===== src/rtl/irq_pend_ctrl_pkg.sv =====
// Shared constants and types for the interrupt pending front end.
// The priority encoder and the controller both import this package.
package irq_pend_ctrl_pkg;

  localparam int IRQ_N   = 4;
  localparam int IRQ_IDW = 2;

  // Encoder output layout: valid flag above the winning index.
  localparam int ENC_V      = 2;
  localparam int ENC_IDX_HI = 1;
  localparam int ENC_IDX_LO = 0;

  typedef enum logic {
    ST_IDLE    = 1'b0,
    ST_PRESENT = 1'b1
  } state_e;

endpackage


===== src/rtl/irq_pend_ctrl_enc.sv =====
// 4-to-2 priority encoder with valid flag; bit 3 has the highest priority.
// An all-zero or unknown input yields an invalid (y[2]=0) result.
module pri_enc4
  import irq_pend_ctrl_pkg::*;
(
  input  logic [IRQ_N-1:0]   a,
  output logic [IRQ_IDW:0]   y
);

  always_comb begin
    y = '0;
    // Wildcards live only in the case items, so unknown input bits never match.
    case (a) inside
      4'b1???: begin
        y[ENC_V]                 = 1'b1;
        y[ENC_IDX_HI:ENC_IDX_LO] = 2'd3;
      end
      4'b01??: begin
        y[ENC_V]                 = 1'b1;
        y[ENC_IDX_HI:ENC_IDX_LO] = 2'd2;
      end
      4'b001?: begin
        y[ENC_V]                 = 1'b1;
        y[ENC_IDX_HI:ENC_IDX_LO] = 2'd1;
      end
      4'b0001: begin
        y[ENC_V]                 = 1'b1;
        y[ENC_IDX_HI:ENC_IDX_LO] = 2'd0;
      end
      default: y = '0;
    endcase
  end

endmodule


===== src/rtl/irq_pend_ctrl.sv =====
// Interrupt front end: edge capture into pending/overflow registers, masking,
// priority selection and a valid/ack presentation of the winning index.
module irq_pend_ctrl
  import irq_pend_ctrl_pkg::*;
(
  input  logic               clk,
  input  logic               rst,
  input  logic [IRQ_N-1:0]   irq_in,
  input  logic [IRQ_N-1:0]   mask,
  output logic               irq_valid,
  output logic [IRQ_IDW-1:0] irq_id,
  input  logic               irq_ack,
  output logic [IRQ_N-1:0]   pending,
  output logic [IRQ_N-1:0]   ovf,
  input  logic [IRQ_N-1:0]   ovf_clr
);

  logic [IRQ_N-1:0]   irq_prev_q;
  logic [IRQ_N-1:0]   pending_q, pending_d;
  logic [IRQ_N-1:0]   ovf_q, ovf_d;
  logic [IRQ_IDW-1:0] irq_id_q, irq_id_d;
  state_e             state_q, state_d;

  logic [IRQ_N-1:0]   rise;
  logic [IRQ_N-1:0]   ack_clr;
  logic               ack_fire;
  logic [IRQ_IDW:0]   enc_y;

  assign rise     = irq_in & ~irq_prev_q;
  assign ack_fire = (state_q == ST_PRESENT) && irq_ack;

  // The presented line is cleared by ack regardless of its current mask bit.
  genvar gi;
  generate
    for (gi = 0; gi < IRQ_N; gi++) begin : g_clr
      assign ack_clr[gi] = ack_fire && (irq_id_q == IRQ_IDW'(gi));
    end
  endgenerate

  assign pending_d = (pending_q & ~ack_clr) | rise;
  assign ovf_d     = (ovf_q & ~ovf_clr) | (rise & pending_q & ~ack_clr);

  pri_enc4 u_enc (
    .a (pending_q & mask),
    .y (enc_y)
  );

  always_comb begin
    state_d  = state_q;
    irq_id_d = irq_id_q;
    case (state_q)
      ST_IDLE: begin
        if (enc_y[ENC_V]) begin
          state_d  = ST_PRESENT;
          irq_id_d = enc_y[ENC_IDX_HI:ENC_IDX_LO];
        end
      end
      ST_PRESENT: begin
        if (irq_ack) begin
          state_d = ST_IDLE;
        end
      end
      default: state_d = ST_IDLE;
    endcase
  end

  always_ff @(posedge clk) begin
    // History follows irq_in even in reset so lines already high never pend.
    irq_prev_q <= irq_in;
    if (rst) begin
      pending_q <= '0;
      ovf_q     <= '0;
      irq_id_q  <= '0;
      state_q   <= ST_IDLE;
    end else begin
      pending_q <= pending_d;
      ovf_q     <= ovf_d;
      irq_id_q  <= irq_id_d;
      state_q   <= state_d;
    end
  end

  assign irq_valid = (state_q == ST_PRESENT);
  assign irq_id    = irq_id_q;
  assign pending   = pending_q;
  assign ovf       = ovf_q;

endmodule

===== config.mk =====
export PLATFORM = sky130hd
export DESIGN_NAME = irq_pend_ctrl
export DESIGN_NICKNAME = d
export VERILOG_FILES = /design/src/rtl/irq_pend_ctrl_pkg.sv /design/src/rtl/irq_pend_ctrl_enc.sv /design/src/rtl/irq_pend_ctrl.sv
export SDC_FILE = /design/constraint.sdc
export NUM_CORES = 1
export LEC_CHECK = 0
export BUFFER_PORTS_ARGS = -buffer_cell sky130_fd_sc_hd__buf_4
export CAP_MARGIN = 40
export CORE_AREA = 2 2 39 41
export CTS_CLUSTER_SIZE = 20
export DETAILED_ROUTE_END_ITERATION = 6
export DIE_AREA = 0 0 41 43
export PLACE_DENSITY = 0.78
export SLEW_MARGIN = 20
export SYNTH_ARGS = -nofsm -noshare
export SYNTH_HDL_FRONTEND = slang
export SYNTH_SLANG_ARGS = --single-unit

===== constraint.sdc =====
create_clock -name clk -period 3 [get_ports clk]
set_input_delay 0.15 -clock clk [delete_from_list [all_inputs] [get_ports clk]]
set_output_delay 0.15 -clock clk [all_outputs]
set_load 0.005 [all_outputs]

==> impl_metrics.tcl <==
set metrics [dict create \
    outcome "complete, no violations" \
    worstPathMaxFanout 5 \
    ctsHoldBuffers 4 \
    leakage_nw 0.344 \
    final_common_cell "buf_4" \
    path_buf_inv 1 \
    post_cts_buffers 0 \
    cts_tree "built" \
    register_area_um2 300 \
    p_int_mw 0.300 \
    tns_ns 0 \
    swShare 0.255 \
    yosysUniqueCellTypes 22 \
    seq_area_frac_synth 0.557 \
    vias 508 \
    period_share 0.378 \
    areaGrowthSynthToFinish_pct 50.8 \
    power.density_nw_per_um2 495 \
    die_y_um 43 \
    fp-row-count 14 \
    grt_max_degree 15 \
    syn-cell-area_um2 539 \
    cts_root_buf "clkbuf_4" \
    multi_input_area_um2 228 \
    holdWs_ns 0.125 \
    cts_sinks 15 \
    groute.usage.overall 0.161 \
    initial_core_util 0.390 \
    cts_buffer_depth 2 \
    yosys_warnings 0 \
    tightest_slew_ns 0.296 \
    wire_per_inst_um 11.6 \
    grt_pass1_wl_um 1820 \
    vias_per_cell 5.03 \
    power_mw 0.403 \
    critPathLaunchType "flip-flop" \
    ant_nets 0 \
    gp_congestion 0.719 \
    diodes 0 \
    syn-instance-count 53 \
    fillers 117 \
    drc 0 \
    clk_latency_ns 0.28 \
    drive_gt1_frac 0.400 \
    critPathKind "flip-flop to flip-flop" \
    critPathArrivalTime_ns 1.31 \
    critPathSlowestCell "dfxtp_1" \
    synth_nets 68 \
    ctsHtreeMaxLevel 1 \
    cp.required_ns 3.18 \
    worstSetupEndpointType "flip-flop" \
    clk_pin_slew_ns 0.10 \
    final_cell_mix "25 x buf_4, 15 x dfxtp_1, 6 x a21oi_1" \
    routed_wl_um 1170 \
    max_stage_delay_ns 0.42 \
    fin_crit_ns 1.13 \
    cts_resized 0 \
    fmax_mhz 883 \
    vdd_drop_max_mv 0.242 \
    drt-pass1-iter-count 4 \
    numPortBuffers 25 \
    slew_headroom 0.801 \
    place_inst 93 \
    finalSetupViolCount 0 \
    p_switching_mw 0.103 \
    power_frac_seq 0.555 \
    fin_cells 101 \
    final_hold_viol_count 0 \
    yosys_register_bits 15 \
    layout.nets 101 \
    drtIter0Drc 10 \
    maxCapViolCount 0 \
    slew_violations 0 \
    syn_area_per_cell_um2 10.2 \
    hold_class "primary input to flip-flop" \
    final_util 0.588 \
    grt_pass1_vias 464 \
    die_w_um 41 \
    core_um2 1380 \
    overflow 0 \
    antenna_found_initial 0 \
    crit_chain "inv_1 > o31ai_2 > a2bb2oi_1 > nor2_1" \
    skew_ns 0.00439 \
    io_pins 26 \
    clkPwrFrac 0.291 \
    rsz0062_at_grt "no" \
    fp.dieArea_um2 1760 \
    path_delay_family "compound AO/OA/AOI/OAI gates" \
    combinationalPowerShare 0.154 \
    cts_buffers 3 \
    dpl.hpwl_um 903 \
]
==> worst register-to-register path, cell delays in order, from the launching register on <==
cell and delay, ns:
dfxtp_1 0.42, inv_1 0.09, o31ai_2 0.26, a2bb2oi_1 0.20
nor2_1 0.06
==> synth_stat cells <==
cell	n	area [um2]
dfxtp_1	15	300
a21oi_1	6	30.0
nand2b_1	4	25.0
o31ai_1	4	30.0
nor2_1	3	11.3
inv_1	2	7.51
nand2_1	2	7.51
o21ai_1	2	10.0
or3b_2	2	17.5
a211oi_1	1	7.51
a22oi_1	1	7.51
a22oi_2	1	12.5
a2bb2oi_1	1	8.76
a32oi_1	1	8.76
clkbuf_1	1	3.75
nand2_2	1	6.26
nand3_1	1	5.00
nor3b_1	1	7.51
o21ai_0	1	5.00
o31ai_2	1	12.5
or2_1	1	6.26
or3b_1	1	8.76
==> sequential cells by signal (all words and copies together) (netlist names) <==
signal / cells
ovf: 4
irq_valid: 1
pending: 4
irq_id: 2
irq_prev_q: 4
==> metrics by stage <==
step           cell area [um2]  setup slack [ns]
6_report                   813              1.87
3_5_place_dp               743              1.90
3_3_place_gp               743              1.95
5_1_grt                    813              1.77
4_1_cts                    813              1.85
2_1_floorplan              539              1.98
==> area by class of cell <==
| cell class | count | area share |
|---|---|---|
| clock inverters | 1 | 0.00923 |
| clock buffers | 3 | 0.0277 |
| well taps | 16 | 0.0246 |
| repair buffers | 29 | 0.280 |
| multi-input cells | 35 | 0.280 |
| flip-flops and latches | 15 | 0.369 |
| inverters | 2 | 0.00923 |
==> worst paths after layout <==
check	start	to	slack, ns	cells after the start
worst max register to register	irq_id[1]	ovf[2]	1.87	4
worst min register to register	irq_prev_q[2]	pending[2]	0.52	2
worst min-delay path	rst	pending[0]	0.13	2
worst max-delay path	irq_id[1]	ovf[2]	1.87	4
==> power by group through the flow <==
| stage | sequential [mW] | combinational [mW] | clock (mW) |
|---|---|---|---|
| finish | 0.223 | 0.0619 | 0.117 |
| global route | 0.225 | 0.0689 | 0.133 |
| CTS | 0.223 | 0.0627 | 0.123 |
| detailed placement | 0.228 | 0.0584 | 0 |
| global placement | 0.228 | 0.0574 | 0 |
| floorplan | 0.227 | 0.0236 | 0 |
==> per-layer routing <==
| metal | vias to the layer above | share of wire | wire length, um | global-route usage |
|---|---|---|---|---|
| li1 | 257 | - | - | - |
| met1 | 233 | 0.42 | 485 | 0.158 |
| met2 | 16 | 0.50 | 583 | 0.253 |
| met3 | 2 | 0.065 | 76 | 0.0628 |
| met4 | 0 | 0.019 | 22 | 0.120 |
| met5 | - | 0 | 0 | 0 |
==> logic make-up (layout without fill, tap and decap cells) <==
group                  count (synthesis)  after routing  share of synthesized area
AOI/OAI and AO/OA                     19             19                      0.246
and+or+nand+nor                       16             16                      0.176
DFF                                   15             15                      0.557
buffers and inverters                  3             35                     0.0209
Note: power is estimated with default switching activity, not from simulation.
